--- config.mk ---
export PLATFORM = sky130hd
export DESIGN_NAME = spi_cmd_master
export DESIGN_NICKNAME = d
export VERILOG_FILES = /design/src/rtl/spi_cmd_master.sv
export SDC_FILE = /design/constraint.sdc
export NUM_CORES = 1
export LEC_CHECK = 0
export BUFFER_PORTS_ARGS = -buffer_cell sky130_fd_sc_hd__buf_2
export CORE_AREA = 10 10 83 85
export DETAILED_ROUTE_END_ITERATION = 7
export DIE_AREA = 0 0 93 95
export PLACE_DENSITY = 0.82
export SYNTH_ARGS = -nofsm -noshare
export SYNTH_HDL_FRONTEND = slang
export SYNTH_SLANG_ARGS = --single-unit
--- constraint.sdc ---
create_clock -name clk -period 4.2 [get_ports clk]
set_clock_uncertainty 0.15 [all_clocks]
set_input_delay 1.26 -clock clk [delete_from_list [all_inputs] [get_ports clk]]
set_output_delay 1.26 -clock clk [all_outputs]
set_load 0.05 [all_outputs]
--- src/rtl/spi_cmd_master.sv ---
// SPI mode-0 command master: shifts out an opcode MSB first, then clocks in
// a run-time selected number of response bytes, framed by chip_select setup/hold.
module spi_cmd_master #(
  parameter int CLK_DIV      = 2,
  parameter int CMD_BITS     = 8,
  parameter int MAX_RX_BYTES = 4,
  parameter int LEN_W        = $clog2(MAX_RX_BYTES + 1)
) (
  input  logic                      clk,
  input  logic                      reset,
  input  logic                      start,
  input  logic [CMD_BITS-1:0]       opcode,
  input  logic [LEN_W-1:0]          rx_len,
  output logic                      busy,
  output logic                      done,
  output logic [8*MAX_RX_BYTES-1:0] rx_data,
  output logic                      SPICLK,
  output logic                      SPIMOSI,
  input  logic                      SPIMISO,
  output logic                      chip_select
);

  localparam int HC_W = $clog2(CLK_DIV + 1);
  localparam int BC_W = $clog2(CMD_BITS + 8*MAX_RX_BYTES + 1);
  localparam int RX_W = 8*MAX_RX_BYTES;
  localparam logic [HC_W-1:0] HC_RLD = HC_W'(CLK_DIV - 1);

  typedef enum logic [2:0] {S_IDLE, S_SETUP, S_SHIFT, S_HOLD, S_DONE} state_t;

  state_t            r_state;
  logic [HC_W-1:0]   r_hcnt;
  logic [BC_W-1:0]   r_bcnt;
  logic [CMD_BITS-1:0] r_tx;
  logic [LEN_W-1:0]  r_len;
  logic [RX_W-1:0]   r_rx;
  logic              r_sclk, r_mosi, r_cs, r_busy, r_done;

  logic [LEN_W-1:0]    w_len;
  logic [BC_W-1:0]     w_nbits;
  logic                w_last, w_resp, w_next_cmd;
  logic [CMD_BITS-1:0] w_tx_nxt;

  // Requests longer than the capture register are clamped to its capacity.
  assign w_len      = (rx_len > LEN_W'(MAX_RX_BYTES)) ? LEN_W'(MAX_RX_BYTES) : rx_len;
  assign w_nbits    = BC_W'(CMD_BITS) + (BC_W'(r_len) << 3);
  assign w_last     = (r_bcnt == w_nbits - BC_W'(1));
  assign w_resp     = (r_bcnt >= BC_W'(CMD_BITS));
  assign w_next_cmd = ((r_bcnt + BC_W'(1)) < BC_W'(CMD_BITS));
  assign w_tx_nxt   = r_tx << 1;

  always_ff @(posedge clk or posedge reset) begin
    if (reset) begin
      r_state <= S_IDLE;
      r_hcnt  <= '0;
      r_bcnt  <= '0;
      r_tx    <= '0;
      r_len   <= '0;
      r_rx    <= '0;
      r_sclk  <= 1'b0;
      r_mosi  <= 1'b0;
      r_cs    <= 1'b1;
      r_busy  <= 1'b0;
      r_done  <= 1'b0;
    end else begin
      r_done <= 1'b0;
      case (r_state)
        S_IDLE, S_DONE: begin
          if (start) begin
            r_state <= S_SETUP;
            r_tx    <= opcode;
            r_len   <= w_len;
            r_rx    <= '0;
            r_bcnt  <= '0;
            r_hcnt  <= HC_RLD;
            r_cs    <= 1'b0;
            r_busy  <= 1'b1;
            r_sclk  <= 1'b0;
            r_mosi  <= opcode[CMD_BITS-1];
          end else begin
            r_state <= S_IDLE;
          end
        end
        S_SETUP: begin
          if (r_hcnt == '0) begin
            r_state <= S_SHIFT;
            r_hcnt  <= HC_RLD;
            r_mosi  <= r_tx[CMD_BITS-1];
          end else begin
            r_hcnt <= r_hcnt - HC_W'(1);
          end
        end
        S_SHIFT: begin
          if (r_hcnt != '0) begin
            r_hcnt <= r_hcnt - HC_W'(1);
          end else begin
            r_hcnt <= HC_RLD;
            if (!r_sclk) begin
              // Rising edge: capture MISO only once the opcode has gone out.
              r_sclk <= 1'b1;
              if (w_resp) r_rx <= {r_rx[RX_W-2:0], SPIMISO};
            end else begin
              r_sclk <= 1'b0;
              r_bcnt <= r_bcnt + BC_W'(1);
              r_tx   <= w_tx_nxt;
              if (w_last) begin
                r_state <= S_HOLD;
                r_mosi  <= 1'b0;
              end else begin
                r_mosi <= w_next_cmd ? w_tx_nxt[CMD_BITS-1] : 1'b0;
              end
            end
          end
        end
        S_HOLD: begin
          if (r_hcnt == '0) begin
            r_state <= S_DONE;
            r_cs    <= 1'b1;
            r_busy  <= 1'b0;
            r_done  <= 1'b1;
          end else begin
            r_hcnt <= r_hcnt - HC_W'(1);
          end
        end
        default: r_state <= S_IDLE;
      endcase
    end
  end

  assign busy        = r_busy;
  assign done        = r_done;
  assign rx_data     = r_rx;
  assign SPICLK      = r_sclk;
  assign SPIMOSI     = r_mosi;
  assign chip_select = r_cs;

endmodule

==> results.md <==
- Hold WC Path Type: reg2reg
- DRC: 0
- Syn Nets: around 320
- Synth warn: 0
- Post-synth cell types: 46
- Maxcap violations: 0
- DRT antenna net count: 0
- TNS Setup: 0 ns
- Largest net degree at the start of global routing: 65
- Synth Area per Inst: between 10 and 15 um2
- Syn Std Cell Area: between 3000 and 4000 um2
- Critical path launch point type: flop
- Max Fclk: just under 400 MHz
- Post-CTS setup buffer count: 0
- Design Power: 1.936 mW
- DRT iter0 DRCs: ~180
- Maximum vdd drop: roughly 0.25 mV
- Async set-reset flop share out of synthesis: 1.000
- 1st-pass router iterations: 4
- H-tree depth: 3
- Period utilisation layout: 0.6048
- Antenna Cells: 0
- Crit path kind: reg2out
- Area after DPL: about 3300 um2
- Sequential Power Share: 0.404
- Status: completed
- Sw Ratio: 0.3765
- Global-route wire length before repair: 10980 um
- Number of cells on the critical path: 1
- RSZ-0062 raised after global routing: no
- Nets@finish: around 370
- Most frequent cells in the layout: 61 x nand2_1, 58 x dfrtp_1, 51 x buf_2
- Combinational share of power: 0.309
- Initial Utilization: 0.5708
- Hold path depth: 2
- Flops & latches, synth: 59
- Min Tclk post-route: 2.540 ns
- Vias/cell: between 5 and 6
- Reg-to-reg slack, setup: about 1.7 ns
- Slew headroom: 0.3306
- Synth Instances: approximately 300
- Fin. Hold Viols: 0
- Post-synth EDFFs: 0
- Layout cells sized above 1: 0.3932
- Clk_lat worst skew: ~0.34 ns
- WL/cell: 15.14 um
- CP Capture Type: output pin
- Non-Filler Instances: about 420
- Area grow syn2layout: 15.15%
- Reg2reg start: r_hcnt[0]
- Root Driver: clkbuf_8
- CP arrival: between 1 and 1.5 ns
- Cells along the critical path: buf_2
- CP required: 2.79 ns
- Placed cell count: about 400
- Register clock-pin slew on the reported worst setup and hold paths: roughly 0.070 ns
- Max Buffers Root-to-Sink: 2
- Die height: around 95 um
- DP Worst Slack: roughly 1.4 ns
- Number of top-level pins: 52
- Final setup viols: 0
- Crit path launch: chip_select
- Hold_ws: 0.3143 ns
- Core Area: between 5000 and 6000 um2
- Final WS setup: about 1.7 ns
- Pwr dens: roughly 550 nW/um2
- Sw power: approximately 730 uW
- Rows: 27
- Most common cell after layout, fill and taps aside: nand2_1
- IO Port Bufs: between 50 and 60
- RR Endpoint: rx_data[0]
- Crit-path max FO: 2
- CP delay by family, top: flip-flops
- Die area: between 8000 and 9000 um2
- Hold buffer count at CTS: 0
- CTS resizes: 0
- Vias in the first global route: ~2300
- Final Core Density: 0.6573
- GPL Wtd Cong: 0.8639
- Leak: about 1.6 nW
- Width of the chip: between 90 and 100 um
- Post-Route WL: approximately 6400 um
- End of the critical path: chip_select
- Worst Tran Pin Value: about 1 ns
- DP HPWL: 4347 um
- Final Max Slew Viols: 0
- Critical Path Max Stage Delay: ~0.53 ns
- Total CTS buffers: 9
- Worst R2R Path Depth: 6
- WP buf/inv: 1
- Slowest CP cell: dfstp_2
- Initial antenna violation count: 1
- Tot GR Track Use: 0.1576
- Internal Dissipation: 1.207 mW
- Clock power frac: 0.287
- CTS tree: built
- Seq/Total Area, Yosys: 0.4850
- GRT overflow: 0
- # clock sinks: 59
- Final Instance Area: 3508 um2
- Top FF cell, synth: dfrtp_1
- Via count: between 2000 and 2500
==> layer usage <==
layer  wire, um  up-vias  global-route usage
li1           -     1140                   -
met1       2865     1100              0.2018
met2       3017       55              0.2331
met3        382       14             0.05234
met4        130        2             0.08098
met5          8        -                   0
==> cell type report <==
cell class | count | area [um2]
flip-flops and latches | 59 | 1478
clock inverters | 1 | 30.03
multi-input cells | 213 | 1405
fillers | 442 | 1829
inverters | 7 | 26.28
well taps | 72 | 90.09
repair buffers | 56 | 292.8
clock buffers | 15 | 186.4
==> cells in the mapped netlist, drive strengths merged (2+ instances only) <==
library cell | instances | area (um2)
nor3 | 4 | 20.02
nor2 | 13 | 48.80
nor3b | 2 | 20.02
inv | 7 | 26.28
mux2 | 2 | 22.52
nand2 | 62 | 232.7
dfrtp | 58 | 1451
nand2b | 3 | 18.77
nand3 | 37 | 325.3
buf | 14 | 113.9
a21oi | 4 | 23.77
ha | 4 | 50.05
o31ai | 2 | 15.01
nand4 | 2 | 12.51
xor2 | 2 | 17.52
clkbuf | 10 | 37.54
o21ai | 43 | 335.3
a31oi | 10 | 62.56
a21o | 3 | 22.52
xnor2 | 3 | 26.28
==> worst min path at each step <==
| stage | from | to | slack [ns] |
|---|---|---|---|
| global placement | chip_select | chip_select | 0.29 |
| CTS | chip_select | chip_select | 0.32 |
| detailed placement | chip_select | chip_select | 0.31 |
| floorplan | r_tx[0] | r_tx[0] | 0.29 |
| finish | chip_select | chip_select | 0.31 |
| global route | chip_select | chip_select | 0.36 |
==> power groups by stage <==
stage	Clock, mW	Sequential [mW]	Combinational, mW
after floorplan	0	0.805	0.449
after global placement	0	0.785	0.580
after detailed placement	0	0.790	0.603
after CTS	0.565	0.781	0.605
after global routing	0.589	0.805	0.675
final	0.556	0.782	0.599
==> worst reg2reg max path, cell delays in order, from the launching register on <==
cell,delay (ns)
dfrtp_1,0.42
inv_1,0.08
ha_1,0.33
nand4bb_1,0.21
or3_4,0.77
nand3_1,0.29
o21ai_2,0.08
==> registers in the layout, summed over array words and instances (netlist names) <==
register	cells
SPIMOSI	1
rx_data	32
r_hcnt	2
r_len	3
r_bcnt	6
done	1
chip_select	1
busy	1
SPICLK	1
r_tx	8
r_state	3
==> cells by family after synthesis <==
group | synth area share
DFF | 0.4850
buffers and inverters | 0.05832
AOI/OAI and AO/OA | 0.1696
xor gates and xnor gates | 0.01438
and+or+nand+nor | 0.2456
adders and majority gates | 0.01643
muxes | 0.01068
No activity file was read; power rests on OpenSTA's default activity.
